File: src/rtl/seq_detect_ctrl.sv
// Run controller for a serial PAT_W-bit sequence detector: programmable pattern,
// overlap mode, start/done framed runs of run_len bits, saturating match count.
module seq_detect_ctrl #(
    parameter int PAT_W = 4,
    parameter int LEN_W = 8,
    parameter int CNT_W = 8
) (
    input  logic             clk,
    input  logic             reset,
    input  logic             cfg_load,
    input  logic [PAT_W-1:0] cfg_pattern,
    input  logic             cfg_overlap,
    input  logic             start,
    input  logic [LEN_W-1:0] run_len,
    input  logic             x,
    input  logic             x_valid,
    output logic             z,
    output logic             busy,
    output logic             done,
    output logic [CNT_W-1:0] match_count
);
    localparam int FW = $clog2(PAT_W + 1);

    // Default pattern is the low PAT_W bits of ...1010 (odd bit positions set).
    function automatic logic [PAT_W-1:0] def_pat();
        logic [PAT_W-1:0] p;
        for (int i = 0; i < PAT_W; i++) p[i] = 1'(i % 2);
        return p;
    endfunction
    localparam logic [PAT_W-1:0] PAT_RST = def_pat();

    typedef enum logic [1:0] {IDLE, RUN, DONE} state_t;

    state_t           state;
    logic [PAT_W-1:0] pattern;
    logic             overlap;
    logic [PAT_W-1:0] hist;
    logic [FW-1:0]    fill;
    logic [LEN_W-1:0] remaining;

    logic [PAT_W-1:0] new_hist;
    logic             hit;
    logic [FW-1:0]    fill_inc;

    always_comb begin
        new_hist = {hist[PAT_W-2:0], x};
        hit      = (fill >= FW'(PAT_W - 1)) && (new_hist == pattern);
        fill_inc = (fill == FW'(PAT_W)) ? fill : fill + FW'(1);
    end

    always_ff @(posedge clk) begin
        if (reset) begin
            state       <= IDLE;
            pattern     <= PAT_RST;
            overlap     <= 1'b0;
            hist        <= '0;
            fill        <= '0;
            remaining   <= '0;
            z           <= 1'b0;
            busy        <= 1'b0;
            done        <= 1'b0;
            match_count <= '0;
        end else begin
            case (state)
                IDLE: begin
                    z    <= 1'b0;
                    done <= 1'b0;
                    if (cfg_load) begin
                        pattern <= cfg_pattern;
                        overlap <= cfg_overlap;
                    end
                    if (start) begin
                        match_count <= '0;
                        if (run_len != '0) begin
                            hist      <= '0;
                            fill      <= '0;
                            remaining <= run_len;
                            busy      <= 1'b1;
                            state     <= RUN;
                        end else begin
                            done  <= 1'b1;
                            state <= DONE;
                        end
                    end
                end
                RUN: begin
                    if (x_valid) begin
                        z <= hit;
                        if (hit && match_count != '1)
                            match_count <= match_count + CNT_W'(1);
                        // Non-overlap: a match consumes its bits, so refill from scratch.
                        fill      <= (hit && !overlap) ? '0 : fill_inc;
                        hist      <= new_hist;
                        remaining <= remaining - LEN_W'(1);
                        if (remaining == LEN_W'(1)) begin
                            busy  <= 1'b0;
                            done  <= 1'b1;
                            state <= DONE;
                        end
                    end else begin
                        z <= 1'b0;
                    end
                end
                DONE: begin
                    z     <= 1'b0;
                    done  <= 1'b0;
                    state <= IDLE;
                end
                default: state <= IDLE;
            endcase
        end
    end
endmodule

File: config.mk
export PLATFORM = sky130hd
export DESIGN_NAME = seq_detect_ctrl
export DESIGN_NICKNAME = d
export VERILOG_FILES = /design/src/rtl/seq_detect_ctrl.sv
export SDC_FILE = /design/constraint.sdc
export NUM_CORES = 1
export LEC_CHECK = 0
export CAP_MARGIN = 25
export CORE_MARGIN = 4
export CORE_UTILIZATION = 30
export DETAILED_ROUTE_END_ITERATION = 7
export PLACE_DENSITY = 0.54
export SLEW_MARGIN = 5
export SYNTH_ARGS = -nofsm -noshare
export SYNTH_HDL_FRONTEND = slang
export SYNTH_SLANG_ARGS = --single-unit
export TNS_END_PERCENT = 50
File: constraint.sdc
create_clock -name clk -period 1.7 [get_ports clk]
set_input_delay 0.425 -clock clk [delete_from_list [all_inputs] [get_ports clk]]
set_output_delay 0.425 -clock clk [all_outputs]
set_load 0.02 [all_outputs]
==> results.md <==
- Starting Density: 31.8%
- Layout cells sized above 1: 40.5%
- Core Region: 0.00568 mm^2
- Post-synth top area cell: dfxtp_1
- Area of the multi-input gates: 0.00130 mm^2
- GRT Util Overall: 15.2%
- Clk sink count: 32
- RSZ-0062 raised after global routing: true
- Sequential area share after synthesis: 35.5%
- WL/cell: 13.4 um
- Later-pin clock latency in the skew report: 280 ps
- Simple-Gate Fraction of Synth Area: 26.0%
- Dpl cell area: 0.00267 mm^2
- FF-to-FF path depth: 7
- CTS Root Cell: clkbuf_8
- Pre-CTS setup slack: -559 ps
- Post-synthesis compound-gate area fraction: 22.9%
- Hold WC Path Type: reg -> reg
- Mux cell area share after synthesis: 1.18%
- Startpoint types: flip-flop
- Vias per std cell: 4.98
- Min Tclk post-route: 1810 ps
- CP Data Arrival Time: 2030 ps
- ANT cells: 0
- Routed Antenna Nets: 0
- Leakage: 0.00131 uW
- Sw Share: 33.6%
- Reg power frac: 33.5%
- CTS tree: built
- Syn Nets: 258
- FILL cells: 542
- Post-DP HPWL: 3.89 mm
- Setup crit end kind: flip-flop
- Synth Area in Adders: 7.63%
- I/O pin count: 30
- Area of the mapped netlist: 0.00180 mm^2
- CP startpoint: fill[1]$_SDFFE_PP0P_
- P_int: 1730 uW
- Final worst setup slack: -106 ps
- # nets final: 357
- Post-Route Utilization: 54.2%
- FP Rows: 27
- Final Setup Violations: 11
- Main synth FF type: dfxtp_1
- CP max FO: 7
- Vias in the first global route: 1976
- Peak supply drop: 0.448 mV
- Die Y: 85.5 um
- Synth warn: 0
- Design Area, Final: 0.00307 mm^2
- Worst Skew: 3.87 ps
- Relative slew slack: 77.9%
- Max-slew violation count: 0
- GPL Wtd Cong: 0.789
- F_max: 554 MHz
- Worst-Margin Slew: 329 ps
- Largest net degree at the start of global routing: 13
- Initial antenna violation count: 0
- DR vias: 1990
- Critical Path RT: 1920 ps
- Pre-antenna DRT Iters: 4
- Largest family of logic cells by synthesized area: simple AND/OR/NAND/NOR gates
- Most frequent cell after synthesis: dfxtp_1
- Final hold viol count: 0
- GRT overflow: 0
- Netlist cell types: 49
- TritonCTS Buffers: 5
- Outcome: finished with violations
- Post-synth top cells: 32 x dfxtp_1, 27 x nand2_1, 26 x a21oi_1
- First-pass GRT wire length: 9.07 mm
- CTS Buffer Depth: 2
- Max_cap viols: 0
- Post-synth top area share: 35.5%
- Drt total wl: 5.35 mm
- Residual DRC: 0
- Combinational group share of total power: 40.7%
- Clk network pwr share: 25.8%
- Synth-to-Final Area Change: 70.5%
- Seq. cell area: 667 um^2
- Hold_sp: hist[2]$_SDFFE_PP0P_
- Die X: 85.5 um
- Hold Buf Count CTS: 0
- Worst-path clk slew: 70 ps
- Syn Area/Cell: 7.91 um^2
- CTS H-tree depth: 2
- Die area: 0.00731 mm^2
- Worst hold stages: 2
- Power per Cell Area: 845 mW/mm^2
- First DRT Iteration DRCs: 66
- Port Buffers: 29
- Kind of critical path: reg -> reg
- PnR Total Power: 2600 uW
- Post-Syn Instances: 228
- XOR/XNOR share of the synthesized area: 1.94%
- Tcrit/Tclk final: 106%
- Post-synth EDFFs: 0
- Worst reg2reg path startpoint: fill[1]$_SDFFE_PP0P_
- Switching Power: 873 uW
- Failing checks: negative setup slack
- Post-route setup TNS: -551 ps
- Async SR Flop Fraction: 0%
- Area contributors post-synth: dfxtp_1 36%, ha_1 7.6%, a21oi_1 7.2%
- #FFs+latches synth: 32
-- state kept, by name (all words and copies together), names as in the netlist --
| signal | count |
|---|---|
| match_count | 8 |
| busy | 1 |
| z | 1 |
| overlap | 1 |
| hist | 3 |
| done | 1 |
| pattern | 4 |
| remaining | 8 |
| fill | 3 |
| state | 2 |
-- path summary, 6_finish.rpt --
path	end	slack (ps)
hold reg to reg	hist[2]$_SDFFE_PP0P_	480
hold / removal	hist[2]$_SDFFE_PP0P_	480
setup reg to reg	match_count[7]$_SDFFE_PP0P_	-110
setup / recovery	match_count[7]$_SDFFE_PP0P_	-110
-- power groups by stage --
stage | Clock [uW] | Combinational (uW) | Sequential [uW]
after floorplan | 0 | 480 | 880
after global placement | 0 | 846 | 878
after detailed placement | 0 | 850 | 878
after CTS | 698 | 960 | 862
after global routing | 725 | 1160 | 881
final | 670 | 1060 | 871
-- timing repair --
| item | CTS | global route |
|---|---|---|
| endpoints found under the hold margin | 0 | 0 |
| endpoints found under the setup margin | 32 | 29 |
| cloned | 1 | 0 |
| buffers inserted | 10 | 3 |
| gates resized for setup | 36 | 35 |
| pin swaps | 17 | 10 |
-- routing by layer --
metal	track usage, %	routed length (um)	vias up
li1	-	-	1029
met1	21.0	2610	913
met2	23.6	2460	41
met3	2.40	198	7
met4	5.90	79	0
met5	0	0	-
-- kinds of logic after synthesis --
family          count (synthesis)
simple gates                   92
compound gates                 66
flops                          32
buf+inv                        21
fa+ha+maj                      11
xor+xnor                        4
mux                             2
-- placed cells by master (no fill, tap or decap), drive strengths merged, types with 2 or more instances in the layout --
| master | netlist | final |
|---|---|---|
| buf | 2 | 74 |
| dfxtp | 32 | 32 |
| nand2 | 27 | 27 |
| a21oi | 26 | 26 |
| dlygate4sd2 | 0 | 16 |
| nand3 | 16 | 16 |
| nor2 | 15 | 15 |
| o21ai | 14 | 14 |
| ha | 11 | 11 |
| clkdlybuf4s50 | 0 | 10 |
| inv | 10 | 10 |
| clkbuf | 9 | 7 |
| nor3 | 7 | 7 |
| or4 | 5 | 5 |
| o31ai | 5 | 5 |
| xnor2 | 4 | 4 |
| nand4 | 4 | 4 |
| or3 | 3 | 3 |
| dlymetal6s2s | 0 | 3 |
| nor4 | 3 | 3 |
| and2 | 3 | 3 |
| and4 | 2 | 2 |
| o31a | 2 | 2 |
| a22o | 2 | 2 |
| a21o | 2 | 2 |
| a32o | 2 | 2 |
-- per-stage QoR --
step,hold WS [ps],instances
2_1_floorplan,437,228
3_3_place_gp,453,380
3_5_place_dp,453,380
4_1_cts,465,399
5_1_grt,505,400
6_report,477,400
-- cell type report --
type | instances | area share (%)
Sequential cell | 32 | 21.7
Timing Repair Buffer | 103 | 28.4
Multi-Input combinational cell | 175 | 42.3
Tap cell | 72 | 2.93
Clock inverter | 1 | 0.163
Clock buffer | 7 | 3.17
Inverter | 10 | 1.38
-- critical path: stages (launching register included) --
cell and delay (ps):
dfxtp_2 350, ha_4 140, ha_4 110, a211o_1 100, nand2_2 60, o31a_1 320, or4_1 530, a21oi_1 120
No activity file was read; power rests on OpenSTA's default activity.
